$ cat config.mk
export PLATFORM = sky130hd
export DESIGN_NAME = z80_bus_responder
export DESIGN_NICKNAME = d
export VERILOG_FILES = /design/src/rtl/z80_bus_pkg.sv /design/src/rtl/z80_addr_map.sv /design/src/rtl/z80_bus_responder.sv
export SDC_FILE = /design/constraint.sdc
export NUM_CORES = 1
export LEC_CHECK = 0
export CAP_MARGIN = 0
export CORE_ASPECT_RATIO = 1.1
export CORE_MARGIN = 1.5
export CORE_UTILIZATION = 35
export DETAILED_ROUTE_END_ITERATION = 10
export GPL_ROUTABILITY_DRIVEN = 0
export PLACE_DENSITY = 0.69
export SLEW_MARGIN = 20
export SYNTH_ARGS = -nofsm -noshare
export SYNTH_HDL_FRONTEND = slang
export SYNTH_SLANG_ARGS = --single-unit
$ cat constraint.sdc
create_clock -name Clk -period 3.6 [get_ports Clk]
set_clock_uncertainty 0.1 [all_clocks]
set_input_delay 0.72 -clock Clk [delete_from_list [all_inputs] [get_ports Clk]]
set_output_delay 0.72 -clock Clk [all_outputs]
set_load 0.05 [all_outputs]
$ cat src/rtl/z80_bus_pkg.sv
// Shared types and constants for the Z80 bus responder: FSM states, default
// geometry of the banked address space, and the fixed data values it returns.
package z80_bus_pkg;

  typedef enum logic [1:0] {
    IDLE = 2'd0,
    REQ  = 2'd1,
    HOLD = 2'd2
  } state_t;

  localparam int         Z80_ADDR_W    = 20;
  localparam int         Z80_BANK_W    = 6;
  localparam logic [7:0] Z80_BANK_PORT = 8'hF0;
  localparam int         Z80_TIMEOUT   = 15;

  localparam logic [7:0] IDLE_DATA    = 8'hFF;
  localparam logic [7:0] RST38_OPCODE = 8'hFF;

endpackage

$ cat src/rtl/z80_addr_map.sv
// Combinational CPU-to-physical address translation: the lowest 16 KiB window
// is pinned to bank 0, the other three windows follow the bank register.
module z80_addr_map
  import z80_bus_pkg::*;
#(
  parameter int ADDR_W = Z80_ADDR_W,
  parameter int BANK_W = Z80_BANK_W
) (
  input  logic [15:0]       cpu_addr,
  input  logic [BANK_W-1:0] bank,
  output logic [ADDR_W-1:0] phys_addr
);

  logic [BANK_W-1:0] bank_sel;

  always_comb begin
    bank_sel  = (cpu_addr[15:14] == 2'b00) ? '0 : bank;
    phys_addr = {bank_sel, cpu_addr[13:0]};
  end

endmodule

$ cat src/rtl/z80_bus_responder.sv
// Z80 external-bus responder: decodes memory/I-O/interrupt-acknowledge cycles,
// stretches memory cycles with WAIT_n and forwards them over a req/ack port.
// Optional build macro Z80_RESP_TIMEOUT_EN adds an ack timeout and timeout_err.
module z80_bus_responder
  import z80_bus_pkg::*;
#(
  parameter int         ADDR_W    = Z80_ADDR_W,
  parameter int         BANK_W    = Z80_BANK_W,
`ifdef Z80_RESP_TIMEOUT_EN
  parameter int         TIMEOUT   = Z80_TIMEOUT,
`endif
  parameter logic [7:0] BANK_PORT = Z80_BANK_PORT
) (
  input  logic              Clk,
  input  logic              Reset,
  input  logic [15:0]       A,
  input  logic [7:0]        D_in,
  output logic [7:0]        D_out,
  output logic              D_oe,
  input  logic              MREQ_n,
  input  logic              IORQ_n,
  input  logic              RD_n,
  input  logic              WR_n,
  input  logic              M1_n,
  input  logic              RFSH_n,
  output logic              WAIT_n,
  output logic [ADDR_W-1:0] ADDR,
  output logic              mem_req,
  output logic              mem_we,
  output logic [7:0]        mem_wdata,
  input  logic [7:0]        mem_rdata,
  input  logic              mem_ack,
`ifdef Z80_RESP_TIMEOUT_EN
  output logic              timeout_err,
`endif
  output logic [BANK_W-1:0] bank
);

  state_t            state, state_nxt;
  logic [7:0]        d_out_nxt;
  logic              d_oe_nxt;
  logic              wait_n_nxt;
  logic [ADDR_W-1:0] addr_nxt;
  logic              mem_req_nxt;
  logic              mem_we_nxt;
  logic [7:0]        mem_wdata_nxt;
  logic [BANK_W-1:0] bank_nxt;
  logic [ADDR_W-1:0] map_addr;

  logic strobe;
  logic port_hit;
  logic [7:0] bank_rd;

`ifdef Z80_RESP_TIMEOUT_EN
  localparam int TO_W = $clog2(TIMEOUT + 1);
  logic [TO_W-1:0] to_cnt, to_cnt_nxt;
  logic            timeout_err_nxt;
`endif

  z80_addr_map #(
    .ADDR_W (ADDR_W),
    .BANK_W (BANK_W)
  ) u_addr_map (
    .cpu_addr  (A),
    .bank      (bank),
    .phys_addr (map_addr)
  );

  assign strobe   = !RD_n || !WR_n;
  assign port_hit = (A[7:0] == BANK_PORT);
  assign bank_rd  = {{(8 - BANK_W){1'b0}}, bank};

  always_comb begin
    state_nxt     = state;
    d_out_nxt     = D_out;
    d_oe_nxt      = D_oe;
    wait_n_nxt    = WAIT_n;
    addr_nxt      = ADDR;
    mem_req_nxt   = mem_req;
    mem_we_nxt    = mem_we;
    mem_wdata_nxt = mem_wdata;
    bank_nxt      = bank;
`ifdef Z80_RESP_TIMEOUT_EN
    to_cnt_nxt      = to_cnt;
    timeout_err_nxt = timeout_err;
`endif

    unique case (state)
      IDLE: begin
`ifdef Z80_RESP_TIMEOUT_EN
        to_cnt_nxt = '0;
`endif
        if (!IORQ_n && !M1_n) begin
          d_out_nxt = RST38_OPCODE;
          d_oe_nxt  = 1'b1;
          state_nxt = HOLD;
        end else if (!MREQ_n) begin
          // A refresh cycle (RFSH_n low) falls through here and is ignored.
          if (RFSH_n && strobe) begin
            addr_nxt    = map_addr;
            mem_we_nxt  = !WR_n;
            if (!WR_n) mem_wdata_nxt = D_in;
            mem_req_nxt = 1'b1;
            wait_n_nxt  = 1'b0;
            state_nxt   = REQ;
          end
        end else if (!IORQ_n && strobe) begin
          if (!WR_n) begin
            if (port_hit) bank_nxt = D_in[BANK_W-1:0];
          end else begin
            d_out_nxt = port_hit ? bank_rd : IDLE_DATA;
            d_oe_nxt  = 1'b1;
          end
          state_nxt = HOLD;
        end
      end

      REQ: begin
        if (mem_ack) begin
          mem_req_nxt = 1'b0;
          wait_n_nxt  = 1'b1;
          if (!mem_we) begin
            d_out_nxt = mem_rdata;
            d_oe_nxt  = 1'b1;
          end
          state_nxt = HOLD;
`ifdef Z80_RESP_TIMEOUT_EN
        end else if (to_cnt == TO_W'(TIMEOUT - 1)) begin
          mem_req_nxt     = 1'b0;
          wait_n_nxt      = 1'b1;
          timeout_err_nxt = 1'b1;
          if (!mem_we) begin
            d_out_nxt = IDLE_DATA;
            d_oe_nxt  = 1'b1;
          end
          state_nxt = HOLD;
        end else begin
          to_cnt_nxt = to_cnt + 1'b1;
`endif
        end
      end

      HOLD: begin
        // Both strobes must be seen high before another access is decoded.
        if (MREQ_n && IORQ_n) begin
          d_oe_nxt  = 1'b0;
          state_nxt = IDLE;
        end
      end

      default: state_nxt = IDLE;
    endcase
  end

  always_ff @(posedge Clk) begin
    if (Reset) begin
      state     <= IDLE;
      D_out     <= IDLE_DATA;
      D_oe      <= 1'b0;
      WAIT_n    <= 1'b1;
      ADDR      <= '0;
      mem_req   <= 1'b0;
      mem_we    <= 1'b0;
      mem_wdata <= '0;
      bank      <= '0;
    end else begin
      state     <= state_nxt;
      D_out     <= d_out_nxt;
      D_oe      <= d_oe_nxt;
      WAIT_n    <= wait_n_nxt;
      ADDR      <= addr_nxt;
      mem_req   <= mem_req_nxt;
      mem_we    <= mem_we_nxt;
      mem_wdata <= mem_wdata_nxt;
      bank      <= bank_nxt;
    end
  end

`ifdef Z80_RESP_TIMEOUT_EN
  always_ff @(posedge Clk) begin
    if (Reset) begin
      to_cnt      <= '0;
      timeout_err <= 1'b0;
    end else begin
      to_cnt      <= to_cnt_nxt;
      timeout_err <= timeout_err_nxt;
    end
  end
`endif

endmodule

==> summary.txt, run 1 <==
outcome -> finished clean
Worst Path Max Fanout -> 21
Reg clk slew, reported paths -> 100 ps
layout cells sized above 1 -> 4.79%
vias in the first global route -> 1,752
net switching power -> 0.391 mW
CP Cell Sequence -> clkdlybuf4s50_1 > or2_1 > and4_1 > nand3_1 > a21oi_1
clock buffer depth -> 2
Synth Cell Area -> 1960 um^2
Worst Setup EP -> ADDR[17]
flops & latches, synth -> 48
Area Overhead vs Synth -> 50.7%
crit path launch -> IORQ_n
# setup viols final -> 0
switching share of power -> 32.3%
Fmax -> 0.409 GHz
Buf+Inv Stages, Crit Path -> 1
Pwr Density -> 411 nW/um^2
sequential power share -> 47.6%
nets -> 353
H-tree Lvls -> 2
via count -> 1,910
total CTS buffers -> 5
syn nets -> 273
initial antenna violation count -> 0
IO Count -> 87
Sink Count -> 48
Crit Reg-Reg Endpoint -> ADDR[17]
CP Capture Type -> flip-flop
YS warnings -> 0
Final WS setup -> 1160 ps
Synth top cells by count -> dfxtp_1 (48), nand2_1 (40), a21oi_1 (30)
CP Data Arrival Time -> 2590 ps
Ant. Diodes -> 0
die height -> 81.4 um
TNS Setup -> 0 ps
WL final -> 5370 um
Chip Width -> 74.3 um
router iterations before antenna repair -> 7
worst path required time -> 3740 ps
first-pass GRT wire length -> 8250 um
Combinational Power Share -> 24.4%
dpl cells -> 380
die area -> 6050 um^2
leading post-synthesis cells by cell area -> dfxtp_1 (49%), a21oi_1 (7.7%), nand2_1 (7.7%)
area fraction of the dominant cell type after synthesis -> 49.1%
Synth area leader -> dfxtp_1
slew margin rel. -> 50.8%
dpl hpwl -> 3900 um
critical path depth in cells -> 5
core area -> 5400 um^2
drt first-iter violations -> 62
hold_buf cts -> 0
min Tclk post-route -> 2440 ps
most frequent cell after synthesis -> dfxtp_1
port buffer count -> 86
Reg2Reg Depth -> 4
Peak VDD IR -> 0.177 mV
Crit path max-delay family -> simple AND/OR/NAND/NOR gates
FP Rows -> 28
Finished Layout Cells -> 388
LEAKAGE -> 1.08 nW
Worst-Skew Late Latency -> 300 ps
Final Hold Vio Count -> 0
CTS tree -> built
Async SR Flop Fraction -> 0%
gr usage total -> 17.5%
startpoint types -> input pin
Worst path slowest cell -> and4_1
pin count of the biggest net entering global routing -> 39
RSZ-0062 raised after global routing -> no
Slew Viols, Final -> 0
final core utilization -> 54.6%
root buf cell -> clkbuf_8
Crit path largest cell delay -> 710 ps
Avg Vias per Cell -> 4.92
Tcrit/Tclk final -> 67.9%
actual slew at the worst max-slew pin -> 738 ps
pre-CTS setup slack -> 846 ps
DR WL/cell -> 13.8 um
number of distinct library cells after synthesis -> 38
Tightest Hold Check Type -> reg -> reg
DRC viols -> 0
Syn Inst Count -> 232
setup bufs post-CTS -> 0
Clock Power Share -> 27.9%
r2r startpoint -> state[0]
Synth Flop Type -> dfxtp_1
number of flops mapped to enable cells by yosys -> 0
Detail Route Antenna Nets -> 0
critical path class -> in -> reg
Internal -> 0.820 mW
Initial Util -> 36.2%
post-CTS resize count -> 0
Overflow after GRT -> 0
Max Cap Viol -> 0
sequential element share of the synthesized area -> 49.1%
Avg Inst Size Synth -> 8.43 um^2
reg2reg setup slack -> 1700 ps
-- flip-flops by register name, summed over array words and instances, names as in the netlist --
signal / count
D_oe: 1
mem_we: 1
mem_wdata: 8
bank: 6
state: 2
mem_req: 1
ADDR: 20
D_out: 8
WAIT_n: 1
-- worst reg2reg max path, stage by stage (launching register included) --
cell	delay (ps)
dfxtp_1	420
nor2_1	260
and4_1	730
nand3_1	170
a21oi_1	170
-- layout make-up --
cell class              instances  area, um^2
clock inverters                 3        26.3
multi-input cells             165         907
well taps                      75        93.8
repair buffers                 88         876
fillers                       519        2450
inverters                       4        15.0
clock buffers                   5        68.8
flip-flops and latches         48         961
-- per-layer routing --
| metal | vias up | track usage (%) | routed length (um) |
|---|---|---|---|
| met3 | 2 | 4.71 | 371 |
| met5 | - | 0 | 0 |
| met1 | 888 | 20.9 | 2280 |
| met4 | 0 | 5.27 | 42 |
| li1 | 962 | - | - |
| met2 | 58 | 30.3 | 2680 |
-- kinds of logic after synthesis --
| logic type | share of synthesized area, % |
|---|---|
| AOI/OAI and AO/OA | 17.7 |
| xor gates and xnor gates | 0.448 |
| buffers and inverters | 4.48 |
| DFF | 49.1 |
| muxes | 4.09 |
| and+or+nand+nor | 24.1 |
-- per-stage QoR --
step	hold slack, ps	area [um^2]	power [mW]
global route	370	2950	1.26
global placement	329	2850	0.883
detailed placement	335	2850	0.885
floorplan	495	1960	0.768
finish	345	2950	1.21
CTS	348	2950	1.22
-- layout by cell type, fill, tap and decap left out, types with 3 or more instances in the layout --
cell type,instances
nand3_1,13
nor2_1,23
o311ai_1,6
mux2i_1,8
a21oi_1,30
o21ai_0,12
clkbuf_8,5
clkdlybuf4s50_1,86
or2_1,3
nand2b_1,3
inv_1,3
nand2_1,40
dfxtp_1,48
-- power by group through the flow --
stage          combinational (mW)  sequential [mW]  clock, mW
3_5_place_dp                0.296            0.589          0
4_1_cts                     0.297            0.577      0.350
6_report                    0.296            0.577      0.338
3_3_place_gp                0.294            0.589          0
2_1_floorplan              0.0935            0.675          0
5_1_grt                     0.313            0.581      0.371
-- how the worst min path moves through the flow --
stage / startpoint / end / depth (start not counted)
final: WAIT_n / WAIT_n / 2
after global routing: WAIT_n / WAIT_n / 2
after CTS: WAIT_n / WAIT_n / 2
after detailed placement: WAIT_n / WAIT_n / 2
after global placement: WAIT_n / WAIT_n / 2
after floorplan: state[0] / WAIT_n / 3
Note: power is estimated with default switching activity, not from simulation.
==> run 2, diff against run 1 <==
- clock period: 3.6 -> 2.5 ns (I/O delays scaled with it)
==> summary.txt, run 2 (synthesis gave the netlist of run 1 again) <==
actual slew at the worst max-slew pin -> 524 ps
# setup viols final -> 0
Max Cap Viol -> 0
Tightest Hold Check Type -> reg -> reg
Peak VDD IR -> 0.315 mV
most frequent cells in the layout -> clkdlybuf4s50_1 (86), dfxtp_1 (48), nand2_1 (40), a21oi_1 (30), nor2_1 (23)
CTS tree -> built
port buffer count -> 86
Area Overhead vs Synth -> 52.2%
critical path class -> reg -> out
Worst path slowest cell -> clkdlybuf4s50_1
WL final -> 5330 um
post-CTS resize count -> 0
initial antenna violation count -> 0
first-pass GRT wire length -> 8670 um
Final Hold Vio Count -> 0
# fillers -> 536
root buf cell -> clkbuf_8
dpl hpwl -> 3980 um
RSZ-0062 raised after global routing -> no
core area -> 5400 um^2
Top reg by flops -> ADDR
Slew Viols, Final -> 0
Tcrit/Tclk final -> 85.9%
Chip Width -> 74.3 um
DRC viols -> 0
min Tclk post-route -> 2150 ps
setup bufs post-CTS -> 0
TNS Setup -> 0 ps
CP Cell Sequence -> clkdlybuf4s50_1
final core utilization -> 55.2%
Reg clk slew, reported paths -> 90 ps
most common cell after layout, fill and taps aside -> clkdlybuf4s50_1
total CTS buffers -> 5
Crit path largest cell delay -> 850 ps
layout cells sized above 1 -> 5.70%
startpoint types -> flip-flop
Worst Path Max Fanout -> 4
Avg Vias per Cell -> 4.86
Buf+Inv Stages, Crit Path -> 1
pin count of the biggest net entering global routing -> 23
die height -> 81.4 um
Overflow after GRT -> 0
gr usage total -> 18.5%
outcome -> finished clean
IO Count -> 87
Initial Util -> 36.2%
H-tree Lvls -> 2
worst path required time -> 1900 ps
LEAKAGE -> 1.09 nW
router iterations before antenna repair -> 4
vias in the first global route -> 1,811
FP Rows -> 28
hold_buf cts -> 0
Detail Route Antenna Nets -> 0
r2r startpoint -> state[0]
die area -> 6050 um^2
DR WL/cell -> 13.6 um
Largest regs -> ADDR x20, D_out x8, mem_wdata x8
Hold Path Origin -> ADDR[10]
via count -> 1,899
Finished Layout Cells -> 391
clock buffer depth -> 2
max reg flops -> 20
Ant. Diodes -> 0
Crit path max-delay family -> buffers and inverters
Sink Count -> 48
CP Data Arrival Time -> 1550 ps
crit path launch -> bank[2]
Fmax -> 0.465 GHz
nets -> 357
CP Capture Type -> primary output
drt first-iter violations -> 123
slew margin rel. -> 65.0%
dpl cells -> 384
Worst-Skew Late Latency -> 290 ps
Pwr Density -> 571 nW/um^2
==> run 2: cell count changes in the layout (fill, tap and decap cells not counted), sizes merged <==
cell / previous run / this run
buf: 2 / 6
clkinvlp: 0 / 1
inv: 6 / 4
==> run 2: power by group <==
group          switching [mW]  internal [mW]  leakage, nW
combinational           0.257          0.174        0.662
sequential             0.0259          0.805        0.390
clock                   0.249          0.190       0.0400
==> run 2: path summary, 6_finish.rpt <==
path         endpoint  slack (ps)  depth (start not counted)
max           bank[2]         350                          1
min          ADDR[10]         360                          2
max reg2reg  D_out[1]         710                          4
min reg2reg  ADDR[10]         360                          2
==> run 2: final cells by class <==
type	count	area, um^2	share of cell area, %
timing repair buffer	92	918	30.9
multi-input combinational	165	907	30.5
clock buffer	5	68.8	2.31
inverter	4	15.0	0.504
clock inverter	2	12.5	0.420
tap	75	93.8	3.15
sequential	48	961	32.3
==> run 2: stage by stage <==
stage	hold WS, ps	worst slack, ps	power, mW	instance area (um^2)
2_1_floorplan	495	759	1.11	1960
3_3_place_gp	331	193	1.28	2900
3_5_place_dp	341	167	1.28	2900
4_1_cts	358	347	1.71	2980
5_1_grt	373	318	1.78	2980
6_report	356	352	1.70	2980
==> run 2: worst register-to-register path: cells and delay by family, from the launching register on <==
kind                   cells  cell delay (ps)
flip-flops                 1              530
AND/OR/NAND/NOR            1              340
AO/OA/AOI/OAI              2              540
buffers and inverters      1              160
==> run 2: per-layer routing <==
layer	global-route usage (%)	wire length [um]	vias to the layer above
li1	-	-	971
met1	24.3	2370	866
met2	30.7	2630	57
met3	4.09	270	5
met4	4.91	57	0
met5	0	0	-
==> run 3, diff against run 2 <==
- CAP_MARGIN: 0 -> 15
==> results of run 3 <==
Same layout as run 2: the final DEF is identical, and so are final timing and power.
==> variant: new RTL, settings of run 1 <==
Take the reset off `ADDR` and load it in a clocked block of its own.
--- a/src/rtl/z80_bus_responder.sv
+++ b/src/rtl/z80_bus_responder.sv
@@ -160,3 +160,2 @@
       WAIT_n    <= 1'b1;
-      ADDR      <= '0;
       mem_req   <= 1'b0;
@@ -170,3 +169,2 @@
       WAIT_n    <= wait_n_nxt;
-      ADDR      <= addr_nxt;
       mem_req   <= mem_req_nxt;
@@ -176,2 +174,6 @@
     end
+  end
+
+  always_ff @(posedge Clk) begin
+    ADDR <= addr_nxt;
   end
Behaviour: not the same (a bounded check fails within 4 cycles, from zero or initial values and one cycle with Reset high).
==> variant against run 1 <==
Sequential cell count unchanged. Synthesized area down 3.0%. Total power up 1.5%. Synthesized cell count down 30%. Design area down 0.85%. Routed wire length down 15%. Non-clock buffer count down 2. Critical path depth down 1. Sequential share of layout area up 7.1 points. Register-to-register slack worse by 0.21 ns. Setup slack better by 0.014 ns.
==> variant: results (changes against run 1) <==
| Metric | Value |
|---|---|
| Status | `finished, final reports clean (unchanged)` |
| Net Sw Power | `333 µW (was 391 µW)` |
| Post-synth top cells | `28 x dfxtp_1, 20 x edfxtp_1, 18 x nor2_1 (was 48 x dfxtp_1, 40 x nand2_1, 30 x a21oi_1)` |
| Yosys warns | `0 (unchanged)` |
| CTS HTree Levels | `2 (unchanged)` |
| Post-placement cell area | `2820 µm² (was 2850 µm²)` |
| Syn_nets | `204 (was 273)` |
| Sequential-to-total area share from yosys stat | `61.2% (was 49.1%)` |
| Reg clk slew, reported paths | `0.08 ns (was 0.10 ns)` |
| Worst-Margin Slew | `0.854 ns (was 0.738 ns)` |
| Cell variety after synth | `35 (was 38)` |
| Main synth FF type | `dfxtp_1 (unchanged)` |
| GR Layer Usage met1 | `20.1% (was 20.9%)` |
| CP max-delay cell | `inv_1 (was and4_1)` |
| TritonRoute pass-1 iters | `4 (was 7)` |
| Max incr delay on CP | `0.61 ns (was 0.71 ns)` |
| Crit path max-delay family | `buffers and inverters (was simple AND/OR/NAND/NOR gates)` |
| Synth Area in Compound Gates | `13.4% (was 17.7%)` |
| Worst min-delay path class | `reg -> reg (unchanged)` |
| Final HPWL DP | `3.43 mm (was 3.90 mm)` |
| 1st-iter DRT viols | `59 (was 62)` |
| WP data arrival | `2.27 ns (was 2.59 ns)` |
| Met2 Use GR | `25.7% (was 30.3%)` |
| Reg2Reg Depth | `3 (was 4)` |
| Sequential Power Share | `49.4% (was 47.6%)` |
| NumNets Final | `291 (was 353)` |
| DP Worst Slack | `0.851 ns (was 0.846 ns)` |
| # placed instances | `315 (was 380)` |
| Vias in the first global route | `1494 (was 1752)` |
| Gr usage total | `15.9% (was 17.5%)` |
| Share of post-route cells with drive strength above 1 | `4.38% (was 4.79%)` |
| VDD IR max | `0.243 mV (was 0.177 mV)` |
| WL met3 | `317 µm (was 371 µm)` |
| Detailed Route WL | `4.59 mm (was 5.37 mm)` |
| Leak | `0.00109 µW (was 0.00108 µW)` |
| Largest net degree at the start of global routing | `24 (was 39)` |
| Post-synth EDFFs | `20 (was 0)` |
| WL met2 | `2.16 mm (was 2.68 mm)` |
| Critical Path Fanout Max | `20 (was 21)` |
| Post-synthesis xor/xnor area fraction | `0% (was 0.448%)` |
| Wire length of the first global-routing pass | `7.20 mm (was 8.25 mm)` |
| Post-synthesis mux area share | `4.22% (was 4.09%)` |
| Met3 global-route usage | `4.02% (was 4.71%)` |
| Area contributors post-synth | `edfxtp_1 32%, dfxtp_1 30%, nor2b_1 4.6% (was dfxtp_1 49%, a21oi_1 7.7%, nand2_1 7.7%)` |
| Post-Syn Instances | `163 (was 232)` |
| WL met1 | `2.03 mm (was 2.28 mm)` |
| Post-DR vias/cell | `4.87 (was 4.92)` |
| Per-cell routed wire length | `14.2 µm (was 13.8 µm)` |
[variant: changes by cell type after synthesis, sizes merged, moves of 2 or more]
cell and delta:
dfxtp -20, a21oi -21, nor2b +13, buf -6, nor2 -5, nand3 -5, edfxtp +20, or2 -2
nand2 -37, nor3 -3, clkbuf -3
[variant: power by group through the flow]
stage          combinational [µW]  sequential (µW)  clock (µW)
4_1_cts                       248              608         385
5_1_grt                       261              611         408
2_1_floorplan                64.3              697           0
3_3_place_gp                  245              620           0
3_5_place_dp                  246              620           0
6_report                      246              608         375
[variant: worst paths after layout]
kind | end | from | slack [ns]
min reg2reg | mem_req$_SDFFE_PP0P_ | mem_req$_SDFFE_PP0P_ | 0.38
max reg2reg | ADDR[9]$_DFFE_PP_ | state[0]$_SDFFE_PP0P_ | 1.49
min | mem_req$_SDFFE_PP0P_ | mem_req$_SDFFE_PP0P_ | 0.38
max | ADDR[9]$_DFFE_PP_ | IORQ_n | 1.17
[variant: final cells by class]
type	count	area (µm²)
Clock buffer	5	68.8
Clock inverter	3	37.5
Fill cell	430	2180
Inverter	5	18.8
Multi-Input combinational cell	104	686
Sequential cell	48	1160
Tap cell	72	90.1
Timing Repair Buffer	86	861
[variant: cells by family (layout without fill, tap and decap cells)]
| family | count (synthesis) | count (layout) |
|---|---|---|
| and+or+nand+nor | 60 | 60 |
| buffers and inverters | 11 | 99 |
| DFF | 48 | 48 |
| AOI/OAI and AO/OA | 36 | 36 |
| muxes | 8 | 8 |
[variant: tightest hold or removal path: cells and delay by family, from the launching register on]
family | cells | cell delay, ns
AO/OA/AOI/OAI | 1 | 0.06
flip-flops | 1 | 0.32
buffers and inverters | 1 | 0.05
